$ cat config.mk
export PLATFORM = sky130hd
export DESIGN_NAME = rf_stage_control_flat
export DESIGN_NICKNAME = d
export VERILOG_FILES = /design/src/rtl/rf_ctrl_pkg.sv /design/src/rtl/rf_stage_control_if.sv /design/src/rtl/rf_hazard_detect.sv /design/src/rtl/rf_stage_control.sv /design/src/flat_wrapper.sv
export SDC_FILE = /design/constraint.sdc
export NUM_CORES = 1
export LEC_CHECK = 0
export CORE_MARGIN = 2
export CORE_UTILIZATION = 30
export DETAILED_ROUTE_END_ITERATION = 6
export HOLD_SLACK_MARGIN = 0.1
export PLACE_DENSITY = 0.59
export SYNTH_ARGS = -nofsm -noshare
export SYNTH_HDL_FRONTEND = slang
export SYNTH_SLANG_ARGS = --single-unit
$ cat constraint.sdc
create_clock -name clock -period 2.14 [get_ports clock]
set_clock_uncertainty 0.15 [all_clocks]
set_input_delay 0.428 -clock clock [delete_from_list [all_inputs] [get_ports clock]]
set_output_delay 0.428 -clock clock [all_outputs]
set_load 0.01 [all_outputs]
$ cat src/rtl/rf_ctrl_pkg.sv
// Shared types and constants for the register-fetch stage controller.
package rf_ctrl_pkg;

   typedef enum logic {
      RUN  = 1'b0,
      HALT = 1'b1
   } state_e;

   localparam logic [1:0] FWD_RF = 2'd0;
   localparam logic [1:0] FWD_EX = 2'd1;
   localparam logic [1:0] FWD_WB = 2'd2;

   // Operand source priority: the youngest producer (EX) wins over WB, then RF.
   function automatic logic [1:0] fwd_pick(input logic ex_hit, input logic wb_hit);
      if (ex_hit)      return FWD_EX;
      else if (wb_hit) return FWD_WB;
      else             return FWD_RF;
   endfunction

endpackage

$ cat src/rtl/rf_stage_control_if.sv
// IR2 / EX / WB inputs and IR3-side outputs of the register-fetch controller.
interface rf_stage_control_if #(
   parameter int OPW  = 4,
   parameter int RAW  = 2,
   parameter int CNTW = 8
);
   logic            ir2_valid;
   logic [OPW-1:0]  ir2_op;
   logic [RAW-1:0]  ir2_rx;
   logic [RAW-1:0]  ir2_ry;
   logic            ex_wr_en;
   logic [RAW-1:0]  ex_wr_addr;
   logic            ex_is_load;
   logic            wb_wr_en;
   logic [RAW-1:0]  wb_wr_addr;
   logic            flush;
   logic            stall;
   logic            ir3_load;
   logic            ir3_valid;
   logic [OPW-1:0]  ir3_op;
   logic            r1r2_load;
   logic            addr1_sel;
   logic [1:0]      fwd1_sel;
   logic [1:0]      fwd2_sel;
   logic [CNTW-1:0] stall_count;

   // Pipeline side: presents IR2 and writer info, consumes the stage controls.
   modport master (
      output ir2_valid, ir2_op, ir2_rx, ir2_ry, ex_wr_en, ex_wr_addr, ex_is_load,
             wb_wr_en, wb_wr_addr, flush,
      input  stall, ir3_load, ir3_valid, ir3_op, r1r2_load, addr1_sel,
             fwd1_sel, fwd2_sel, stall_count
   );

   // Controller side.
   modport slave (
      input  ir2_valid, ir2_op, ir2_rx, ir2_ry, ex_wr_en, ex_wr_addr, ex_is_load,
             wb_wr_en, wb_wr_addr, flush,
      output stall, ir3_load, ir3_valid, ir3_op, r1r2_load, addr1_sel,
             fwd1_sel, fwd2_sel, stall_count
   );
endinterface

$ cat src/rtl/rf_hazard_detect.sv
// Combinational RAW hazard check and forward-select generation for IR2 sources.
module rf_hazard_detect
   import rf_ctrl_pkg::*;
#(
   parameter int RAW    = 2,
   parameter int FWD_EN = 1
) (
   input  logic           src_used,   // IR2 is valid and actually reads its sources
   input  logic [RAW-1:0] src1,
   input  logic [RAW-1:0] src2,
   input  logic           ex_wr_en,
   input  logic [RAW-1:0] ex_wr_addr,
   input  logic           ex_is_load,
   input  logic           wb_wr_en,
   input  logic [RAW-1:0] wb_wr_addr,
   output logic           stall_req,
   output logic [1:0]     fwd1_sel_next,
   output logic [1:0]     fwd2_sel_next
);

   logic ex_hit1, ex_hit2, wb_hit1, wb_hit2;

   // Match each source against the EX and WB destinations and pick stall / forwarding.
   always_comb begin
      // NOTE: every output gets a default first so no path can infer a latch.
      stall_req     = 1'b0;
      fwd1_sel_next = FWD_RF;
      fwd2_sel_next = FWD_RF;

      ex_hit1 = src_used && ex_wr_en && (ex_wr_addr == src1);
      ex_hit2 = src_used && ex_wr_en && (ex_wr_addr == src2);
      wb_hit1 = src_used && wb_wr_en && (wb_wr_addr == src1);
      wb_hit2 = src_used && wb_wr_en && (wb_wr_addr == src2);

      if (FWD_EN != 0) begin
         // Only a load's data is late; everything else can be bypassed.
         stall_req     = ex_is_load && (ex_hit1 || ex_hit2);
         fwd1_sel_next = fwd_pick(ex_hit1, wb_hit1);
         fwd2_sel_next = fwd_pick(ex_hit2, wb_hit2);
      end else begin
         stall_req = ex_hit1 || ex_hit2 || wb_hit1 || wb_hit2;
      end
   end

endmodule

$ cat src/rtl/rf_stage_control.sv
// Register-fetch stage controller: decides whether IR2 advances into IR3,
// drives operand selects, inserts bubbles, handles flush and STOP/halt.
module rf_stage_control
   import rf_ctrl_pkg::*;
#(
   parameter int             OPW      = 4,
   parameter int             RAW      = 2,
   parameter logic [OPW-1:0] ORI_OP   = 4'b0111,
   parameter logic [OPW-1:0] LOAD_OP  = 4'b0000,
   parameter logic [OPW-1:0] STOP_OP  = 4'b0001,
   parameter logic [OPW-1:0] NOP_OP   = 4'b1010,
   parameter logic [RAW-1:0] IMPL_REG = 1,
   parameter int             FWD_EN   = 1,
   parameter int             CNTW     = 8
) (
   input logic               clock,
   input logic               reset,
   rf_stage_control_if.slave bus
);

   // Load-ness arrives on ex_is_load; LOAD_OP only has to stay distinct from the
   // opcodes this block decodes.
   if (LOAD_OP == STOP_OP || LOAD_OP == NOP_OP || ORI_OP == NOP_OP ||
       ORI_OP == STOP_OP || STOP_OP == NOP_OP) begin : g_bad_opcodes
      $error("rf_stage_control: decoded opcodes must be distinct");
   end

   state_e          state_q, state_d;
   logic            ir3_load_q, ir3_load_d;
   logic            ir3_valid_q, ir3_valid_d;
   logic [OPW-1:0]  ir3_op_q, ir3_op_d;
   logic            r1r2_load_q, r1r2_load_d;
   logic            addr1_sel_q, addr1_sel_d;
   logic [1:0]      fwd1_sel_q, fwd1_sel_d;
   logic [1:0]      fwd2_sel_q, fwd2_sel_d;
   logic [CNTW-1:0] stall_count_q, stall_count_d;

   logic            is_ori, src_used, stall_req, stall_c;
   logic [RAW-1:0]  src1;
   logic [1:0]      fwd1_next, fwd2_next;

   // Decode the IR2 source operands.
   always_comb begin
      is_ori   = (bus.ir2_op == ORI_OP);
      src1     = is_ori ? IMPL_REG : bus.ir2_rx;
      src_used = bus.ir2_valid && (bus.ir2_op != NOP_OP) && (bus.ir2_op != STOP_OP);
   end

   rf_hazard_detect #(
      .RAW    (RAW),
      .FWD_EN (FWD_EN)
   ) u_hazard (
      .src_used      (src_used),
      .src1          (src1),
      .src2          (bus.ir2_ry),
      .ex_wr_en      (bus.ex_wr_en),
      .ex_wr_addr    (bus.ex_wr_addr),
      .ex_is_load    (bus.ex_is_load),
      .wb_wr_en      (bus.wb_wr_en),
      .wb_wr_addr    (bus.wb_wr_addr),
      .stall_req     (stall_req),
      .fwd1_sel_next (fwd1_next),
      .fwd2_sel_next (fwd2_next)
   );

   // Next-state and next-output logic; the default is a bubble into IR3.
   always_comb begin
      state_d     = state_q;
      stall_c     = 1'b0;
      ir3_load_d  = 1'b1;
      ir3_valid_d = 1'b0;
      ir3_op_d    = NOP_OP;
      r1r2_load_d = 1'b0;
      addr1_sel_d = addr1_sel_q;
      fwd1_sel_d  = fwd1_sel_q;
      fwd2_sel_d  = fwd2_sel_q;

      case (state_q)
         RUN: begin
            if (bus.flush) begin
               // Squash IR2; this wins over both a hazard and a STOP.
            end else if (stall_req) begin
               stall_c = 1'b1;
            end else begin
               ir3_valid_d = bus.ir2_valid;
               ir3_op_d    = bus.ir2_op;
               r1r2_load_d = 1'b1;
               addr1_sel_d = is_ori;
               fwd1_sel_d  = fwd1_next;
               fwd2_sel_d  = fwd2_next;
               if (bus.ir2_valid && bus.ir2_op == STOP_OP) state_d = HALT;
            end
         end
         HALT: stall_c = 1'b1;
         default: state_d = RUN;
      endcase

      stall_count_d = stall_count_q;
      if (stall_c && stall_count_q != {CNTW{1'b1}}) stall_count_d = stall_count_q + 1'b1;
   end

   // State and IR3-side output registers.
   always_ff @(posedge clock or negedge reset) begin
      if (!reset) begin
         state_q       <= RUN;
         ir3_load_q    <= 1'b0;
         ir3_valid_q   <= 1'b0;
         ir3_op_q      <= NOP_OP;
         r1r2_load_q   <= 1'b0;
         addr1_sel_q   <= 1'b0;
         fwd1_sel_q    <= FWD_RF;
         fwd2_sel_q    <= FWD_RF;
         stall_count_q <= '0;
      end else begin
         // NOTE: non-blocking assignments so every flop samples pre-edge values.
         state_q       <= state_d;
         ir3_load_q    <= ir3_load_d;
         ir3_valid_q   <= ir3_valid_d;
         ir3_op_q      <= ir3_op_d;
         r1r2_load_q   <= r1r2_load_d;
         addr1_sel_q   <= addr1_sel_d;
         fwd1_sel_q    <= fwd1_sel_d;
         fwd2_sel_q    <= fwd2_sel_d;
         stall_count_q <= stall_count_d;
      end
   end

   // stall is held low during reset so the front end is never frozen by stale inputs.
   assign bus.stall       = stall_c && reset;
   assign bus.ir3_load    = ir3_load_q;
   assign bus.ir3_valid   = ir3_valid_q;
   assign bus.ir3_op      = ir3_op_q;
   assign bus.r1r2_load   = r1r2_load_q;
   assign bus.addr1_sel   = addr1_sel_q;
   assign bus.fwd1_sel    = fwd1_sel_q;
   assign bus.fwd2_sel    = fwd2_sel_q;
   assign bus.stall_count = stall_count_q;

endmodule

$ cat src/flat_wrapper.sv
// flat-port wrapper written by rule: the top's interface ports become plain ports
module rf_stage_control_flat import rf_ctrl_pkg::*;
#(
   parameter int             OPW      = 4,
   parameter int             RAW      = 2,
   parameter logic [OPW-1:0] ORI_OP   = 4'b0111,
   parameter logic [OPW-1:0] LOAD_OP  = 4'b0000,
   parameter logic [OPW-1:0] STOP_OP  = 4'b0001,
   parameter logic [OPW-1:0] NOP_OP   = 4'b1010,
   parameter logic [RAW-1:0] IMPL_REG = 1,
   parameter int             FWD_EN   = 1,
   parameter int             CNTW     = 8
)
  (clock, reset, bus_ir2_valid, bus_ir2_op, bus_ir2_rx, bus_ir2_ry, bus_ex_wr_en, bus_ex_wr_addr, bus_ex_is_load, bus_wb_wr_en, bus_wb_wr_addr, bus_flush, bus_stall, bus_ir3_load, bus_ir3_valid, bus_ir3_op, bus_r1r2_load, bus_addr1_sel, bus_fwd1_sel, bus_fwd2_sel, bus_stall_count);
  rf_stage_control_if #(.OPW(OPW), .RAW(RAW), .CNTW(CNTW)) bus_i ();
  input logic clock;
  input logic reset;
  input wire logic [$bits(bus_i.ir2_valid)-1:0] bus_ir2_valid;
  input wire logic [$bits(bus_i.ir2_op)-1:0] bus_ir2_op;
  input wire logic [$bits(bus_i.ir2_rx)-1:0] bus_ir2_rx;
  input wire logic [$bits(bus_i.ir2_ry)-1:0] bus_ir2_ry;
  input wire logic [$bits(bus_i.ex_wr_en)-1:0] bus_ex_wr_en;
  input wire logic [$bits(bus_i.ex_wr_addr)-1:0] bus_ex_wr_addr;
  input wire logic [$bits(bus_i.ex_is_load)-1:0] bus_ex_is_load;
  input wire logic [$bits(bus_i.wb_wr_en)-1:0] bus_wb_wr_en;
  input wire logic [$bits(bus_i.wb_wr_addr)-1:0] bus_wb_wr_addr;
  input wire logic [$bits(bus_i.flush)-1:0] bus_flush;
  output wire logic [$bits(bus_i.stall)-1:0] bus_stall;
  output wire logic [$bits(bus_i.ir3_load)-1:0] bus_ir3_load;
  output wire logic [$bits(bus_i.ir3_valid)-1:0] bus_ir3_valid;
  output wire logic [$bits(bus_i.ir3_op)-1:0] bus_ir3_op;
  output wire logic [$bits(bus_i.r1r2_load)-1:0] bus_r1r2_load;
  output wire logic [$bits(bus_i.addr1_sel)-1:0] bus_addr1_sel;
  output wire logic [$bits(bus_i.fwd1_sel)-1:0] bus_fwd1_sel;
  output wire logic [$bits(bus_i.fwd2_sel)-1:0] bus_fwd2_sel;
  output wire logic [$bits(bus_i.stall_count)-1:0] bus_stall_count;
  assign bus_i.ir2_valid = bus_ir2_valid;
  assign bus_i.ir2_op = bus_ir2_op;
  assign bus_i.ir2_rx = bus_ir2_rx;
  assign bus_i.ir2_ry = bus_ir2_ry;
  assign bus_i.ex_wr_en = bus_ex_wr_en;
  assign bus_i.ex_wr_addr = bus_ex_wr_addr;
  assign bus_i.ex_is_load = bus_ex_is_load;
  assign bus_i.wb_wr_en = bus_wb_wr_en;
  assign bus_i.wb_wr_addr = bus_wb_wr_addr;
  assign bus_i.flush = bus_flush;
  assign bus_stall = bus_i.stall;
  assign bus_ir3_load = bus_i.ir3_load;
  assign bus_ir3_valid = bus_i.ir3_valid;
  assign bus_ir3_op = bus_i.ir3_op;
  assign bus_r1r2_load = bus_i.r1r2_load;
  assign bus_addr1_sel = bus_i.addr1_sel;
  assign bus_fwd1_sel = bus_i.fwd1_sel;
  assign bus_fwd2_sel = bus_i.fwd2_sel;
  assign bus_stall_count = bus_i.stall_count;
  rf_stage_control #(.OPW(OPW), .RAW(RAW), .ORI_OP(ORI_OP), .LOAD_OP(LOAD_OP), .STOP_OP(STOP_OP), .NOP_OP(NOP_OP), .IMPL_REG(IMPL_REG), .FWD_EN(FWD_EN), .CNTW(CNTW)) u_core (.clock(clock), .reset(reset), .bus(bus_i));
endmodule
# Word level (Yosys, flattened, before mapping)

Index checks and enable logic that the tools add are counted.
Widths: inputs -> output; s select.

Bits in registers: 21
Input port bits: 19
Output and inout bits: 21

Add/sub/neg operators: 1
Equal/unequal tests: 9
Mux-type cells: 21
Bitwise operators: 3
Reduce and logical (&&, ||, !) cells: 14

Operators with widths:

| operator            | count |
|---|---|
| $logic_and 1x1->1   | 12 |
| $mux 1              | 12 |
| $mux 4              | 3 |
| $mux 2              | 5 |
| $add 8x1->8 const B | 1 |
| $eq 2x2->1          | 4 |
| $ne 8x8->1 const B  | 1 |
| $eq 4x1->1 const B  | 1 |
| $eq 4x3->1 const B  | 1 |
| $ne 4x1->1 const B  | 1 |
| $ne 4x4->1 const B  | 1 |
| $not 1->1           | 3 |
| $reduce_and 3->1    | 1 |
| $pmux 1 s2          | 1 |
| $logic_or 1x1->1    | 1 |

# Depth between registers and ports, before layout

Gate-level depths: netlist of the first run.

Word-level depth: 11
Gate-level depth with buffers: 7

# Cells and area by module

Synthesis of the first run repeated with hierarchy kept, for this count alone.

Cell total of the unflattened synthesis: 90
Area total of the unflattened synthesis: 1083.5 um^2

Modules (own cells, without submodules):

| module           | instances | cells each | area an instance (um^2) | seq. area each (um^2) |
|---|---|---|---|---|
| rf_stage_control | 1         | 73         | 955.9                   | 528.0 |
| rf_hazard_detect | 1         | 17         | 127.6                   | 0.0 |

# Worst setup path after synthesis of the first run

Ideal clock, no wire load.

Path kind: input -> register
Start: input bus_ir2_op[3]
End: register u_core.addr1_sel_q (netlist: u_core.bus.addr1_sel)
Data arrival time: 1933 ps
Slack: -68 ps
Stages: 7
Buffers on the path: 1
Cells stage by stage: and4b_4 -> o21ai_2 -> a21oi_4 -> o211ai_2 -> a311o_2 -> buf_6 -> mux2_4

Word-level cells in the longest chain between the ends: 9
Elaborated cells between the ends (all ways): 14

Ends and longest elaborated chain:

| element                                                            | line                    | RTL |
|---|---|---|
| start: declaration                                                 | flat_wrapper.sv:19      | `input wire logic [$bits(bus_i.ir2_op)-1:0] bus_ir2_op;` |
| parallel branches: the longest is 9 deep, another holds $eq 4x3->1 | n/a                     |  |
| end signal: assignment                                             | rf_stage_control.sv:121 | `addr1_sel_q <= addr1_sel_d;` |
| end: declaration                                                   | rf_stage_control.sv:33  | `logic addr1_sel_q, addr1_sel_d;` |

Parallel ways; which one is timed is not known.
A chain may end at the register's enable or synchronous reset.

# Worst setup path in the final report of the first run

Start: input bus_ir2_op[1]
End: output bus_stall

Word-level cells in the longest chain between the ends: 11
Elaborated cells between the ends (all ways): 16

Ends and longest elaborated chain:

| element                                                            | line                    | RTL |
|---|---|---|
| parallel branches: the longest is 5 deep, another holds $eq 4x3->1 | n/a                     |  |
| $logic_or 1x1->1 (*)                                               | n/a                     |  |
| $logic_and 1x1->1 (*)                                              | rf_hazard_detect.sv:37  | `stall_req = ex_is_load && (ex_hit1 \|\| ex_hit2);` |
| $mux 1 (*)                                                         | rf_stage_control.sv:82  | `end else if (stall_req) begin` |
| $mux 1 (*)                                                         | rf_stage_control.sv:80  | `if (bus.flush) begin` |
| $pmux 1 s2 (*)                                                     | rf_stage_control.sv:78  | `case (state_q)` |
| $logic_and 1x1->1 (*)                                              | rf_stage_control.sv:129 | `assign bus.stall = stall_c && reset;` |
| end: declaration                                                   | flat_wrapper.sv:28      | `output wire logic [$bits(bus_i.stall)-1:0] bus_stall;` |

Mark *: on every way between the ends.

==> reports/qor.csv, run 1 <==
metric;value;unit
Min-Delay Path Class;in -> reg;
non-filler instance count after layout;236;
Port Buffers;39;
status;finished with violations;
clock buffer depth;2;
Ys Warns;0;
Post-Syn Nets;130;
pre-CTS setup slack;-0.917;ns
WL/cell;13.1;um
placed instance count;229;
critical path arrival;1.70;ns
full die area;0.00434;mm2
clock sinks;21;
peak supply drop;0.514;mV
routability cong.;0.809;
register share of total power;42.8;%
Root Driver;clkbuf_8;
final WL;3100;um
number of synthesized flops with an enable pin;0;
DRC Markers;0;
overflow left after global routing;0;
most frequent cells in the layout;buf_4 (34), clkdlybuf4s50_1 (29), dfrtp_1 (19);
largest net degree at the start of global routing;22;
Worst Hold End;u_core.state_q;
Die Width;65.9;um
Vias;1130;
fin crit share;106;%
post-route cell area;0.00193;mm2
r2r setup slk;0.48;ns
fin. max-slew vios;0;
Tmin final;2.28;ns
reg2reg start;u_core.bus.stall_count[0];
failing checks;setup timing;
Comb pwr share;37.7;%
Worst EP required;1.56;ns
GR Util All Layers;15.7;%
Leak;0.900;nW
Power Dens Cells;678;mW/mm2
Yosys reg bits;21;
Layout Nets;209;
Avg Cell Area, Syn;10.5;um2
initial antenna violation count;0;
Cell Int Power;0.000900;W
H-tree depth reported by CTS;1;
layout cells sized above 1;36.2;%
Top Ports;40;
Post-synth ARST share;100;%
Mapped Area;0.00115;mm2
synthesized instance count;110;
Startpoint Class;input pin;
Util after Layout;52.6;%
Most used DFF post-synth;dfrtp_1;
Layout area overhead;67.6;%
Clk network pwr share;19.5;%
vias in the first global route;1171;
sequential-to-total area share from yosys stat;45.9;%
cts hold-fix bufs;0;
initial drt markers;15;
floorplan core area;0.00366;mm2
sw power;0.000407;W
TritonCTS buffer count;3;
final hold violation count;0;
crit path max fanout;2;
Vias per Instance;4.79;
post-route setup slack;-0.138;ns
Max Cap Violations;0;
crit path kind;in -> out;
most common cell after layout, fill and taps aside;buf_4;
global-route wire length before repair;5260;um
post-DP HPWL;2400;um
clock transition at the registers of the reported paths;0.07;ns
CTS tree;done;
drt first pass iters;4;
Worst Hold Margin;0.347;ns
switching portion of total power;31.1;%
overall die height;65.9;um
DRT antenna net count;0;
Placed Area;0.00184;mm2
clk_lat worst skew;0.26;ns
Final setup viols;8;
Antenna Cells;0;
reg-to-reg endpoint;u_core.bus.stall_count[1];
Synth cell types;41;
Hold Path Origin;bus_ir2_op[1];
row cnt;22;
Starting Density;31.4;%
reg2reg path depth;6;
Hold Path Cell Cnt;3;
CP endpoint kind;primary output;
fmax;439;MHz
RSZ-0062 raised after global routing;true;
==> state kept, by name, indices dropped and copies added, names as in the netlist <==
name and flops:
u_core.bus.stall_count 8, u_core.bus.ir3_op 4, u_core.bus.fwd1_sel 2, u_core.bus.fwd2_sel 2
u_core.bus.addr1_sel 1, u_core.bus.ir3_load 1, u_core.bus.ir3_valid 1, u_core.bus.r1r2_load 1
u_core.state_q 1
==> metal layers <==
| layer | wire [um] | up-vias | part of all wire (%) | GRT usage (%) |
|---|---|---|---|---|
| li1 | - | 549 | - | - |
| met1 | 1360 | 551 | 44 | 18.7 |
| met2 | 1590 | 26 | 51 | 27.7 |
| met3 | 122 | 4 | 3.9 | 3.92 |
| met4 | 32 | 0 | 1.0 | 4.43 |
| met5 | 0 | - | 0 | 0 |
==> area by class of cell <==
cell class,count,area (um2)
tap,48,60.1
sequential,21,528
clock inverter,1,5.00
timing repair buffer,75,653
fill,356,1730
clock buffer,3,41.3
multi-input combinational,81,613
inverter,7,26.3
==> power groups by stage <==
| stage | logic [W] | registers, W | clock network [W] |
|---|---|---|---|
| floorplan | 0.000192 | 0.000584 | 0 |
| global placement | 0.000482 | 0.000561 | 0 |
| detailed placement | 0.000490 | 0.000566 | 0 |
| CTS | 0.000496 | 0.000560 | 0.000268 |
| global route | 0.000540 | 0.000578 | 0.000283 |
| finish | 0.000493 | 0.000560 | 0.000254 |
==> worst max path at each step <==
| stage | startpoint | to | slack (ns) |
|---|---|---|---|
| after detailed placement | bus_ir2_op[3] | bus_stall | -0.92 |
| after CTS | bus_ir2_op[2] | bus_stall | -0.16 |
| after floorplan | bus_ir2_op[3] | u_core.bus.addr1_sel | 0.002 |
| after global routing | bus_ir2_op[1] | bus_stall | -0.19 |
| after global placement | bus_ir2_op[3] | bus_stall | -0.92 |
| final | bus_ir2_op[1] | bus_stall | -0.14 |
==> kinds of logic after synthesis <==
kind of cell	synth area share, %
fa+ha+maj	1.09
buf+inv	3.26
simple gates	22.0
xor+xnor	8.38
mux	6.75
flops	45.9
compound gates	12.3
other cells	0.326
==> synthesized netlist by cell type, types with 2 or more instances <==
cell	instances	share of area, %
nand4_1	3	1.6
nor4_1	2	1.1
mux2_1	2	2.0
or2_1	2	1.1
xor2_1	3	2.3
xnor2_1	8	6.1
nand3_1	6	2.6
a21oi_1	4	1.7
nand2_1	7	2.3
and3_1	3	1.6
mux2_4	3	3.9
inv_1	7	2.3
dfrtp_1	19	41
nor2b_1	3	1.6
nor2_1	10	3.3
dfstp_2	2	4.6
a31oi_1	2	1.1
==> stage by stage <==
step | power (W) | setup TNS (ns)
5_1_grt | 0.00140 | -1.10
2_1_floorplan | 0.000776 | 0
3_5_place_dp | 0.00106 | -12.41
6_report | 0.00131 | -0.762
4_1_cts | 0.00132 | -0.605
3_3_place_gp | 0.00104 | -11.97
==> critical path, cell delays in order <==
cell and delay, ns:
buf_6 0.09, and4b_4 0.20, or4_4 0.49, o211ai_2 0.09
a31oi_1 0.11, nor2b_1 0.15, buf_2 0.15
==> what timing repair did <==
item / CTS / global route
setup buffers: 3 / 0
cloned: 0 / 0
pin swaps: 5 / 4
setup endpoints to repair: 20 / 12
resized for setup: 34 / 9
No activity file was read; power rests on OpenSTA's default activity.
==> run 2, diff against run 1 <==
--- a/config.mk
+++ b/config.mk
@@ -5,11 +5,13 @@
 export SDC_FILE = /design/constraint.sdc
 export NUM_CORES = 1
 export LEC_CHECK = 0
-export CORE_MARGIN = 2
+export ABC_CLOCK_PERIOD_IN_PS = 2140
+export CORE_MARGIN = 5
 export CORE_UTILIZATION = 30
 export DETAILED_ROUTE_END_ITERATION = 6
 export HOLD_SLACK_MARGIN = 0.1
 export PLACE_DENSITY = 0.59
+export RECOVER_POWER = 100
 export SYNTH_ARGS = -nofsm -noshare
 export SYNTH_HDL_FRONTEND = slang
 export SYNTH_SLANG_ARGS = --single-unit
==> run 2 against run 1 <==
- the run still ends with setup timing left
- via count decreased by 1.9%
- register-to-register slack is essentially flat
- cell count grew 0.42%
- largest cell class unchanged
- highest routed layer unchanged
==> reports/qor.csv, run 2 (synthesis results as in run 1) <==
metric;value;unit
Fin Setup TNS;-0.635;ns
initial antenna violation count;0;
Final setup viols;7;
Layout Nets;210;
layout cells sized above 1;35.4;%
CTS tree;done;
Leak;0.925;nW
fin crit share;106;%
GR Util All Layers;13.3;%
Vias;1108;
worst path cell trace;buf_6, and4b_4, or4_4, o211ai_2, a31oi_1, nor2b_1, buf_2;
global-route wire length before repair;5490;um
Multi-input gate area;607;um2
overall die height;71.9;um
status;finished with violations;
FF+latch area;528;um2
final hold violation count;0;
Max Cap Violations;0;
crit path kind;in -> out;
DRC Markers;0;
Power Dens Cells;671;mW/mm2
DRT antenna net count;0;
Root Driver;clkbuf_8;
Vias per Instance;4.68;
peak supply drop;0.379;mV
Antenna Cells;0;
clock transition at the registers of the reported paths;0.08;ns
largest net degree at the start of global routing;22;
Layout area overhead;67.4;%
critical path arrival;1.70;ns
Startpoint Class;input pin;
failing checks;setup timing;
post-route cell area;0.00192;mm2
Placed Area;0.00184;mm2
Slowest cell on crit path;or4_4;
overflow left after global routing;0;
fin. max-slew vios;0;
WL/cell;13.2;um
Tmin final;2.28;ns
Min-Delay Path Class;in -> reg;
H-tree depth reported by CTS;1;
clk_lat worst skew;0.26;ns
TritonCTS buffer count;3;
drt first pass iters;4;
row cnt;22;
clock buffer depth;2;
clock sinks;21;
filler instances;358;
Die Width;71.9;um
most frequent cells in the layout;buf_4 (35), dlygate4sd3_1 (20), dfrtp_1 (19);
final WL;3120;um
CP endpoint kind;primary output;
cts hold-fix bufs;0;
Worst Hold Margin;0.327;ns
most common cell after layout, fill and taps aside;buf_4;
routability cong.;0.868;
post-route setup slack;-0.139;ns
Worst EP required;1.56;ns
full die area;0.00517;mm2
crit path max fanout;2;
pre-CTS setup slack;-0.950;ns
initial drt markers;37;
Top Ports;40;
CP peak stage delay;0.52;ns
non-filler instance count after layout;237;
max reg flops;8;
post-DP HPWL;2520;um
floorplan core area;0.00369;mm2
placed instance count;229;
fmax;439;MHz
Port Buffers;39;
Starting Density;31.2;%
RSZ-0062 raised after global routing;true;
vias in the first global route;1173;
run 2: cell type report:
| class | instances | share of cell area, % |
|---|---|---|
| flip-flops and latches | 21 | 27.4 |
| clock buffers | 3 | 2.15 |
| well taps | 48 | 3.12 |
| inverters | 7 | 1.37 |
| clock inverters | 1 | 0.260 |
| repair buffers | 76 | 34.1 |
| multi-input cells | 81 | 31.5 |
run 2: metal layers:
layer / vias to the layer above / share of wire [%] / global-route usage, %
li1: 552 / - / -
met1: 530 / 44 / 16.9
met2: 20 / 51 / 22.9
met3: 6 / 3.3 / 1.80
met4: 0 / 1.7 / 5.01
met5: - / 0 / 0
run 2: worst max-delay path: cells and delay by family:
kind                   cells  cell delay (ns)
and+or+nand+nor            3             0.84
AOI/OAI and AO/OA          2             0.20
buffers and inverters      2             0.23
run 2: report_power, final:
| group | total, W | leakage (nW) | switching (W) | internal, W |
|---|---|---|---|---|
| Clock | 0.000255 | 0.0255 | 0.000125 | 0.000130 |
| Sequential | 0.000556 | 0.259 | 0.0000859 | 0.000470 |
| Combinational | 0.000481 | 0.641 | 0.000194 | 0.000287 |
run 2: through the flow:
stage               power [W]  util (%)
floorplan            0.000776         -
global placement      0.00105      49.9
detailed placement    0.00106      49.9
CTS                   0.00132      51.6
global route          0.00139      52.2
finish                0.00129      52.2
run 2: repair_timing:
action / 4_1_cts / 5_1_grt
resized for setup: 32 / 5
buffers inserted: 2 / 2
endpoints found under the setup margin: 20 / 11
pin swaps: 4 / 7
run 2: worst paths after layout:
check                                                from                         to  slack [ns]  cells past startpoint
worst max-delay path                        bus_ir2_op[1]                  bus_stall       -0.14                      7
max in group asynchronous                           reset       u_core.bus.ir3_op[3]        1.08                      2
worst min register to register       u_core.bus.addr1_sel       u_core.bus.addr1_sel        0.36                      1
worst min-delay path                        bus_ir2_op[1]             u_core.state_q        0.33                      3
min in group asynchronous                           reset       u_core.bus.ir3_op[2]        0.49                      2
worst max register to register  u_core.bus.stall_count[0]  u_core.bus.stall_count[1]        0.47                      6
==> run 3, diff against run 2 <==
--- a/config.mk
+++ b/config.mk
@@ -7,11 +7,12 @@
 export LEC_CHECK = 0
 export ABC_CLOCK_PERIOD_IN_PS = 2140
 export CORE_MARGIN = 5
-export CORE_UTILIZATION = 30
+export CORE_UTILIZATION = 43
 export DETAILED_ROUTE_END_ITERATION = 6
 export HOLD_SLACK_MARGIN = 0.1
-export PLACE_DENSITY = 0.59
+export PLACE_DENSITY = 0.8
 export RECOVER_POWER = 100
 export SYNTH_ARGS = -nofsm -noshare
 export SYNTH_HDL_FRONTEND = slang
+export SYNTH_HIERARCHICAL = 1
 export SYNTH_SLANG_ARGS = --single-unit
==> run 3 against run 2 <==
- the flow still finishes with violations (setup timing)
- cell count decreased by 11%
- sequential share of layout area is 1.7 points lower
- routed wire length grew 22%
- combinational power rose by 42%
- sequential power rose by 7.2%
- critical path depth grew 4
- total power is 13% higher
- non-clock buffer count is 13 higher
- die area fell by 30%
- clock-buffer cell count grew 1
- worst hold slack worse by 0.14 ns
- clock power shrank 28%
- largest cell class unchanged
- largest power group is now combinational cells
==> reports/qor.csv, run 3 <==
metric;value;unit
Startpoint Class;input pin;
TritonCTS buffer count;3;
clock sinks;21;
main combinational cell family by area after synthesis;simple AND/OR/NAND/NOR gates;
crit path kind;in -> out;
Hold Path Origin;bus_ir2_op[3];
initial drt markers;34;
pre-CTS setup slack;-1.18;ns
post-synthesis xor/xnor area fraction;8.89;%
critical path arrival;2.10;ns
Worst EP required;1.56;ns
overall die height;60.2;um
sequential-to-total area share from yosys stat;48.7;%
Most used DFF post-synth;dfrtp_1;
Synth Area in Adders;1.15;%
layout cells sized above 1;49.7;%
fin crit share;125;%
most common cell after layout, fill and taps aside;buf_4;
CP endpoint kind;primary output;
Rel. slew slack;28.1;%
Antenna Cells;0;
RSZ-0062 raised after global routing;true;
row cnt;18;
clk_lat worst skew;0.29;ns
reg2reg path depth;4;
final WL;3820;um
Layout Nets;202;
Min-Delay Path Class;in -> reg;
Top Ports;40;
clock buffer depth;2;
reg2reg start;u_core/bus.stall_count[0];
peak supply drop;0.754;mV
mux contribution to synthesized area;9.82;%
Tmin final;2.68;ns
Hold Path Cell Cnt;2;
synth top area cells;dfrtp_1 (44%), xor2_1 (8.1%), mux2_1 (5.2%);
Ys Warns;6;
DRC Markers;0;
Layout area overhead;89.1;%
Leak;0.972;nW
Least-Margin Pin Slew;1.08;ns
Starting Density;44.1;%
final hold violation count;0;
CTS tree;done;
Util after Layout;83.5;%
most frequent cell after synthesis;dfrtp_1;
clock transition at the registers of the reported paths;0.11;ns
routability cong.;0.891;
post-DP HPWL;2140;um
Die Width;60.2;um
Post-synth ARST share;100;%
Compound-Gate Fraction of Synth Area;8.43;%
vias in the first global route;1139;
GR Util All Layers;21.2;%
drt first pass iters;4;
Vias per Instance;4.98;
post-route setup slack;-0.536;ns
crit path max fanout;3;
post-synth top area share;43.9;%
synthesized instance count;90;
overflow left after global routing;0;
max reg flops;8;
Worst Setup SP;bus_ir2_op[3];
largest net degree at the start of global routing;22;
Port Buffers;39;
global-route wire length before repair;5620;um
Synth cell types;34;
WL/cell;18.1;um
Max Cap Violations;0;
H-tree depth reported by CTS;1;
Synth Area in Simple Gates;20.6;%
fmax;374;MHz
Vias;1050;
area leader, netlist;dfrtp_1;
Final setup viols;16;
failing checks;setup timing;
Mapped Area;0.00108;mm2
most frequent cells in the layout;buf_4 (39), dfrtp_1 (19), clkdlybuf4s50_1 (16);
full die area;0.00362;mm2
most frequent cells after synthesis;dfrtp_1 (19), xor2_1 (10), mux2_1 (5), nand2_1 (4), nand2b_1 (4);
fin. max-slew vios;0;
Total Power;0.00146;W
DRT antenna net count;0;
Post-Syn Nets;110;
floorplan core area;0.00245;mm2
number of synthesized flops with an enable pin;0;
Yosys reg bits;21;
initial antenna violation count;0;
filler instances;130;
Power Dens Cells;714;mW/mm2
Root Driver;clkbuf_4;
Avg Cell Area, Syn;12.0;um2
status;finished with violations;
-- run 3: cell type report --
class	count	area [um2]	share of cell area [%]
clock buffers	4	26.3	1.28
inverters	2	7.51	0.366
multi-input cells	65	658	32.1
flip-flops and latches	21	528	25.8
well taps	30	37.5	1.83
repair buffers	89	792	38.6
-- run 3: stage by stage --
step | TNS (ns) | hold WS, ns | instance area (um2) | cells
final | -4.20 | 0.191 | 2050 | 211
after global routing | -5.39 | 0.198 | 2050 | 211
after CTS | -1.20 | 0.198 | 1960 | 204
after detailed placement | -15.96 | 0.352 | 1660 | 174
after global placement | -15.38 | 0.320 | 1660 | 174
after floorplan | -1.46 | -0.0176 | 1120 | 90
-- run 3: routing by layer --
| metal | vias up | track usage (%) | wire length (um) |
|---|---|---|---|
| met4 | 0 | 6.33 | 68 |
| met2 | 32 | 37.0 | 1980 |
| li1 | 489 | - | - |
| met5 | - | 0 | 0 |
| met1 | 523 | 26.6 | 1550 |
| met3 | 6 | 3.46 | 216 |
-- run 3: path summary, 6_finish.rpt --
kind,end,slack (ns)
max reg2reg,u_core/bus.stall_count[6],0.36
max,bus_stall,-0.54
min reg2reg,u_core/bus.fwd2_sel[1],0.38
min in group asynchronous,u_core/bus.stall_count[2],0.74
max in group asynchronous,u_core/bus.ir3_op[2],0.45
min,u_core/bus.ir3_op[3],0.19
-- run 3: what timing repair did --
item                                    in CTS  in global routing
gates cloned                                 0                  0
hold buffers                                 0                  0
endpoints found under the setup margin      21                 18
gates resized for setup                     46                 10
setup buffers                               30                  8
pin swaps                                   12                  8
-- run 3: cells by family after synthesis --
family          count (synthesis)
xor+xnor                       11
other cells                     1
mux                             9
flops                          21
compound gates                 11
simple gates                   32
buf+inv                         4
fa+ha+maj                       1
-- run 3: power breakdown --
group	internal [W]	total [W]	switching, W
sequential	0.000483	0.000596	0.000113
combinational	0.000395	0.000683	0.000288
clock	0.0000724	0.000184	0.000112
total	0.000951	0.00146	0.000512
-- run 3: worst max-delay path, stage by stage --
cell and delay (ns):
buf_8 0.10, nor2b_4 0.16, nand3_4 0.11, and2_4 0.17
xor2_2 0.16, nor3_2 0.23, o21a_1 0.19, nor2b_4 0.21
nor2_4 0.05, nor2b_2 0.13, buf_2 0.15
